[src/rtl/mem_port_arbiter.sv]
// Two-requester (fetch / data) arbiter in front of a single shared memory port.
// One transaction in flight at a time, round-robin on contention, fixed read latency.
module mem_port_arbiter #(
    parameter int N       = 32,
    parameter int ADDR_W  = 12,
    parameter int MEM_LAT = 1
) (
    input  logic              clk,
    input  logic              rst,
    input  logic              if_req,
    input  logic [ADDR_W-1:0] if_addr,
    output logic              if_ready,
    output logic [N-1:0]      if_rdata,
    input  logic              dm_req,
    input  logic              dm_we,
    input  logic [ADDR_W-1:0] dm_addr,
    input  logic [N-1:0]      dm_wdata,
    output logic              dm_ready,
    output logic [N-1:0]      dm_rdata,
    output logic              mem_en,
    output logic              mem_we,
    output logic [ADDR_W-1:0] mem_addr,
    output logic [N-1:0]      mem_wdata,
    input  logic [N-1:0]      mem_rdata
);

    typedef enum logic [1:0] {IDLE, BUSY_IF, BUSY_DM} state_t;

    localparam logic [2:0] LAT = 3'(MEM_LAT);

    state_t     state;
    state_t     state_next;
    logic [2:0] cnt;
    logic       last_grant;   // 0 = IF served last, 1 = DM served last
    logic       if_elig;
    logic       dm_elig;
    logic       grant_if;
    logic       grant_dm;
    logic       last_beat;

    // A requester whose ready is pulsing this cycle is not eligible, so a
    // req held one cycle past completion cannot re-issue the same access.
    always_comb begin
        // NOTE: every signal gets a value before any branch, so no latch is inferred.
        if_elig   = if_req && !if_ready;
        dm_elig   = dm_req && !dm_ready;
        grant_dm  = (state == IDLE) && dm_elig && (!if_elig || !last_grant);
        grant_if  = (state == IDLE) && if_elig && !grant_dm;
        last_beat = (cnt == 3'd1);
    end

    // NOTE: sequential state uses non-blocking assignments so all flops update together.
    always_ff @(posedge clk or posedge rst) begin
        if (rst) state <= IDLE;
        else     state <= state_next;
    end

    always_comb begin
        state_next = state;
        case (state)
            IDLE: begin
                if (grant_dm)      state_next = BUSY_DM;
                else if (grant_if) state_next = BUSY_IF;
            end
            BUSY_IF, BUSY_DM: begin
                if (last_beat) state_next = IDLE;
            end
            default: state_next = IDLE;
        endcase
    end

    // All outputs are registered; the grant decode above feeds this process.
    always_ff @(posedge clk or posedge rst) begin
        if (rst) begin
            cnt        <= 3'd0;
            last_grant <= 1'b0;
            mem_en     <= 1'b0;
            mem_we     <= 1'b0;
            mem_addr   <= '0;
            mem_wdata  <= '0;
            if_ready   <= 1'b0;
            dm_ready   <= 1'b0;
            if_rdata   <= '0;
            dm_rdata   <= '0;
        end else begin
            mem_en   <= 1'b0;
            if_ready <= 1'b0;
            dm_ready <= 1'b0;
            case (state)
                IDLE: begin
                    if (grant_dm) begin
                        mem_addr   <= dm_addr;
                        mem_we     <= dm_we;
                        mem_wdata  <= dm_wdata;
                        mem_en     <= 1'b1;
                        cnt        <= LAT;
                        last_grant <= 1'b1;
                    end else if (grant_if) begin
                        mem_addr   <= if_addr;
                        mem_we     <= 1'b0;
                        mem_wdata  <= '0;
                        mem_en     <= 1'b1;
                        cnt        <= LAT;
                        last_grant <= 1'b0;
                    end
                end
                BUSY_IF: begin
                    cnt <= cnt - 3'd1;
                    if (last_beat) begin
                        if_rdata <= mem_rdata;
                        if_ready <= 1'b1;
                    end
                end
                BUSY_DM: begin
                    cnt <= cnt - 3'd1;
                    if (last_beat) begin
                        // Writes complete without disturbing the last load value.
                        if (!mem_we) dm_rdata <= mem_rdata;
                        dm_ready <= 1'b1;
                    end
                end
                default: ;
            endcase
        end
    end

endmodule

[config.mk]
export PLATFORM = sky130hd
export DESIGN_NAME = mem_port_arbiter
export DESIGN_NICKNAME = d
export VERILOG_FILES = /design/src/rtl/mem_port_arbiter.sv
export SDC_FILE = /design/constraint.sdc
export NUM_CORES = 1
export LEC_CHECK = 0
export BUFFER_PORTS_ARGS = -buffer_cell sky130_fd_sc_hd__buf_4
export CAP_MARGIN = 0
export CORE_MARGIN = 2
export CORE_UTILIZATION = 51
export DETAILED_ROUTE_END_ITERATION = 8
export PLACE_DENSITY = 0.92
export SLEW_MARGIN = 20
export SYNTH_ARGS = -nofsm -noshare
export SYNTH_HDL_FRONTEND = slang
export SYNTH_SLANG_ARGS = --single-unit
[constraint.sdc]
create_clock -name clk -period 7.7 [get_ports clk]
set_input_delay 1.54 -clock clk [delete_from_list [all_inputs] [get_ports clk]]
set_output_delay 1.54 -clock clk [all_outputs]
set_load 0.05 [all_outputs]
# After elaboration in Yosys (flattened, before gate mapping)
# Cells that the tools add are included.
dict set report op_classes {
  addsub 1
  eq_ne 5
  muxes 20
  bitwise_logic 1
  n_reduce_logical 21
}
# operator count
set op_table {}
lappend op_table {{$mux W32} 2}
lappend op_table {{$mux W12} 2}
lappend op_table {{$mux W1} 9}
lappend op_table {{$reduce_and A2 Y1} 4}
lappend op_table {{$logic_and A1 B1 Y1} 6}
lappend op_table {{$mux W2} 3}
lappend op_table {{$mux W3} 2}
lappend op_table {{$pmux W3 S2} 1}
lappend op_table {{$logic_not A1 Y1} 5}
lappend op_table {{$pmux W2 S2} 1}
lappend op_table {{$reduce_bool A2 Y1} 2}
lappend op_table {{$eq A3 B1 Y1 const B} 1}
lappend op_table {{$ne A3 B3 Y1 const B} 1}
lappend op_table {{$reduce_and A3 Y1} 1}
lappend op_table {{$sub A3 B1 Y3 const B} 1}
lappend op_table {{$eq A2 B1 Y1 const B} 1}
lappend op_table {{$eq A2 B2 Y1 const B} 1}
lappend op_table {{$logic_not A2 Y1} 1}
lappend op_table {{$ne A2 B1 Y1 const B} 1}
lappend op_table {{$reduce_or A2 Y1} 1}
lappend op_table {{$logic_or A1 B1 Y1} 1}
lappend op_table {{$not A1 Y1} 1}
dict set report totals {
  register_bits 118
  inputBits 93
  out_inout_bits 112
  word_cells 59
}

# Longest topological paths before layout
dict set report depth {
  depth_word 10
  depth_mapped 7
  mapped_depth_nobuf 5
}

# Worst setup path before layout
# No wires, ideal clock.
dict set report synth_path {
  kind {input -> register}
  from {input dm_req}
  to {register state[1]}
  setup_time_ps 127
  arrival_ps 2344
  required_ps 7573
  path_slack_ps 5228
  path_stages 3
  n_path_buf 0
  cell_sequence {and2b_4 > o32a_1 > mux2_1}
}
dict set report synth_between {
  elab_chain_len 7
  elab_cells_between_ends 9
  cone_classes {eq/ne: 1; mux: 2; reduce/logical: 6}
}
# element line_no
set synth_lines {}
lappend synth_lines {{start, declared} 14} ;# input logic dm_req,
lappend synth_lines {{$logic_and A1 B1 Y1 *} 46} ;# dm_elig = dm_req && !dm_ready;
lappend synth_lines {{$logic_and A1 B1 Y1 * (2 in series)} 47} ;# grant_dm = (state == IDLE) && dm_elig && (!if_elig || !last_grant);
lappend synth_lines {{$logic_not A1 Y1} 48} ;# grant_if = (state == IDLE) && if_elig && !grant_dm;
lappend synth_lines {{$logic_and A1 B1 Y1} 48}
lappend synth_lines {{$ne A3 B3 Y1 (no source line)} -}
lappend synth_lines {{$reduce_and A2 Y1 (no source line)} -}
lappend synth_lines {{end signal, assigned} 55} ;# else state <= state_next;
lappend synth_lines {{end, declared} 31} ;# state_t state;
# Every way passes the cells marked *; elsewhere a longest branch is shown, timed or not.
# A chain may end at the register's enable or synchronous reset.

# Final worst setup path
dict set report layout_path {
  from {input dm_req}
  to {register mem_wdata[13]}
}
dict set report layout_between {
  elab_chain_len 7
  elab_cells_between_ends 8
  cone_classes {mux: 1; reduce/logical: 7}
}
# element line_no
set layout_lines {}
lappend layout_lines {{$logic_and A1 B1 Y1 *} 46}
lappend layout_lines {{$logic_and A1 B1 Y1 * (2 in series)} 47}
lappend layout_lines {{$logic_not A1 Y1} 48}
lappend layout_lines {{$logic_and A1 B1 Y1} 48}
lappend layout_lines {{$reduce_bool A2 Y1 (no source line)} -}
lappend layout_lines {{$reduce_and A2 Y1 (no source line)} -}
lappend layout_lines {{end signal, assigned} 94} ;# mem_wdata <= dm_wdata;
lappend layout_lines {{end, declared} 23} ;# output logic [N-1:0] mem_wdata,
# Marked as above.

==> results summary <==
The run finished with clean final reports. The final clock skew came out at approximately 7.6 ps. The half-perimeter wire length after placement is 8.280 mm. STA classifies the critical path endpoint as a flip-flop.

The cell type group with the largest total delay on the critical path is simple AND/OR/NAND/NOR gates. The residual antenna-violating net count after detailed routing came out at 0. The root cell of the clock tree is clkbuf_8. The placer's final routability congestion estimate is about 0.79. The critical path class is in2reg. The via count of the first global-routing pass came out at 3,751. Of all flip-flops after synthesis, the portion carrying an async set or reset was 100.0%. The number of nets handed over by synthesis was 425. The share of synthesized area occupied by flip-flops and latches is 60.81%. The worst setup path is launched from an input port. The yosys synthesis warning count is 0. The average routed wire per standard cell came out at 18.02 um. The number of synthesized flops with an enable pin came out at 0. In the synthesized netlist the dominant register cell turns out to be dfrtp_1. The initial antenna violation count came out at 0.

dfrtp_1 is the most common cell in the netlist. The commonest cells after synthesis are dfrtp_1 (118), a22o_1 (33), mux2_4 (30), inv_1 (22), mux2_2 (19). After clock tree synthesis, the flow added hold-fix buffers numbering 0. TritonCTS built the clock tree. The die area came out at 0.01032 mm2. For this design, the slowest cell found on the critical path is nor3_4.

After technology mapping, the gate count stands at 327. The delay of the slowest cell on the worst path is approximately 750 ps. The insertion delay of the later-clocked pin in the worst-skew pair came out at a little under 500 ps.

The post-route netlist has 54.23% of its cells at a drive strength greater than 1. The largest net degree at the start of global routing came out at 70. Walking the worst path, the cells encountered are buf_4 > nand2b_1 > nor3_4 > buf_8 > a22o_1. Before antenna repair, the detailed router went through 4 iterations.

The final design utilization is 76.26%. The global routing usage summed across all routing layers came out at 23.40%. The vias after detailed routing is 3,576. The violation count after the first detailed-route iteration is 97. The total of endpoints with negative setup slack in the final report came out at 0. The synthesized area is 0.004856 mm2. The post-route cell area came out at 0.007047 mm2. The height of the die came out at slightly above 100 um. In this run the worst hold path is classified as reg2reg. The total placed instance area is 0.006406 mm2. The number of distinct standard cells referenced by the synthesized netlist is 34. The number of top-level pins came out at just over 200. The number of diodes added for antenna fixing came out at 0. The dominant cell type by area after synthesis is dfrtp_1.

The number of buffers inserted during clock tree synthesis came out at 17. Port buffering added 204 buffers. The total number of clock tree sinks is between 100 and 150. The placeable core region came out at 0.009240 mm2.

Setup repair after global routing left no endpoint under its margin. After detailed routing, the total wire length is 12.13 mm. Adding up every negative setup slack in the final design gives 0 ps. By area the synthesized netlist is led by dfrtp_1 (61%), mux2_4 (9.3%), a22o_1 (6.0%), mux2_2 (4.4%), mux2_1 (3.9%). Dividing the detail-routed via count by the number of cells gives 5.314. The total buffers and inverters traversed by the critical path is 2.

The post-cts resize count came out at 0. Post-CTS timing repair inserted 0 buffers for setup. The final net count is roughly 630. The slew of the pin with the lowest slew margin came out at about 1100 ps.

The worst path required time is a little over 8000 ps. The global-route wire length before repair came out at 18.49 mm. Headroom to the max-slew limit came out at 28.98%. The highest clock rate is 373.1 MHz. In the routed design, unresolved DRC markers number 0. The signed area change from the synthesized netlist to the final layout came out at 45.12%. Along the worst path, the maximum fanout reaches 19. Row generation in the floorplan step produced 35 rows. The average size of a mapped cell came out at 14.85 um2. Of the post-synthesis cell area, the dominant cell type holds 60.81%. The part of the cycle the worst path needs is between 30% and 40%. The total number of H-tree levels is 4. The number of hold violations in the final report is 0. The horizontal die dimension is around 100 um.

The critical path data arrival time is 3110 ps. The clock passes through at most 2 buffers. The worst path needs around 2700 ps of the cycle, external delays included.

The count of max-cap constraint violations is 0. Clock-pin slew was measured on the worst setup and hold paths at around 60 ps. After global routing the overflow that remains totals 0. The max-slew violation total from the final report was 0.

The count of state elements after synthesis is between 100 and 150. The starting utilization of the core area is 52.55%.
==> metal layers <==
metal	global-route usage [%]	vias up	part of all wire [%]
met5	0	-	0
met4	8.004	0	1.4
met3	8.075	16	9.0
met2	38.46	198	49
met1	28.97	1751	40
li1	-	1611	-
==> registers in the layout (all words and copies together), names as in the netlist <==
signal      flops
cnt             3
state           2
mem_we          1
last_grant      1
mem_wdata      32
mem_en          1
if_rdata       32
if_ready        1
mem_addr       12
dm_rdata       32
dm_ready        1
==> final timing paths <==
path / from / cells past startpoint / endpoint / slack [ps]
setup / recovery: dm_req / 5 / mem_wdata[13] / 5020
hold / removal: dm_rdata[30] / 1 / dm_rdata[30] / 490
setup reg to reg: cnt[1] / 5 / dm_rdata[31] / 5440
hold reg to reg: dm_rdata[30] / 1 / dm_rdata[30] / 490
max in group asynchronous: rst / 3 / mem_wdata[21] / 5300
min in group asynchronous: rst / 2 / dm_rdata[10] / 1130
==> through the flow <==
stage / worst slack, ps / hold slack, ps / cells
after floorplan: 3031 / 464.2 / 327
after global placement: 4402 / 471.1 / 639
after detailed placement: 4262 / 480.7 / 639
after CTS: 4764 / 493.9 / 671
after global routing: 4925 / 505.8 / 673
final: 5019 / 489.9 / 673
==> cells in the final DEF, fill, tap and decap left out, types with 2 or more instances in the layout <==
cell type / n
a2111oi_0: 12
a211oi_1: 12
a22o_1: 33
buf_4: 206
bufinv_16: 3
clkbuf_16: 16
clkbuf_8: 3
clkinv_2: 3
clkinv_4: 2
clkinvlp_4: 4
dfrtp_1: 118
ha_1: 5
inv_1: 21
mux2_1: 17
mux2_2: 19
mux2_4: 30
nand2b_1: 2
nor2_1: 2
nor4_1: 12
==> worst reg2reg max path: stages (launching register included) <==
cell and delay (ps):
dfrtp_1 350, inv_1 90, ha_1 150, nor2b_2 210, and3b_2 920, mux2_1 420
==> logic make-up (layout without fill, tap and decap cells) <==
family | count (synthesis) | count (layout) | share of synthesized area [%]
DFF | 118 | 118 | 60.81
and+or+nand+nor | 27 | 27 | 3.736
adders and majority gates | 5 | 5 | 1.288
AOI/OAI and AO/OA | 65 | 65 | 11.29
buffers and inverters | 46 | 263 | 5.256
muxes | 66 | 66 | 17.62
==> area by class of cell <==
cell class	instances	area (um2)
inverters	23	88.84
repair buffers	208	1589
flip-flops and latches	118	2953
well taps	129	161.4
clock buffers	20	445.4
multi-input cells	163	1657
clock inverters	12	152.6
fillers	533	2193
Power is not shown: default switching activity piles up to over one toggle a cycle in this logic, so the estimate is an artifact.
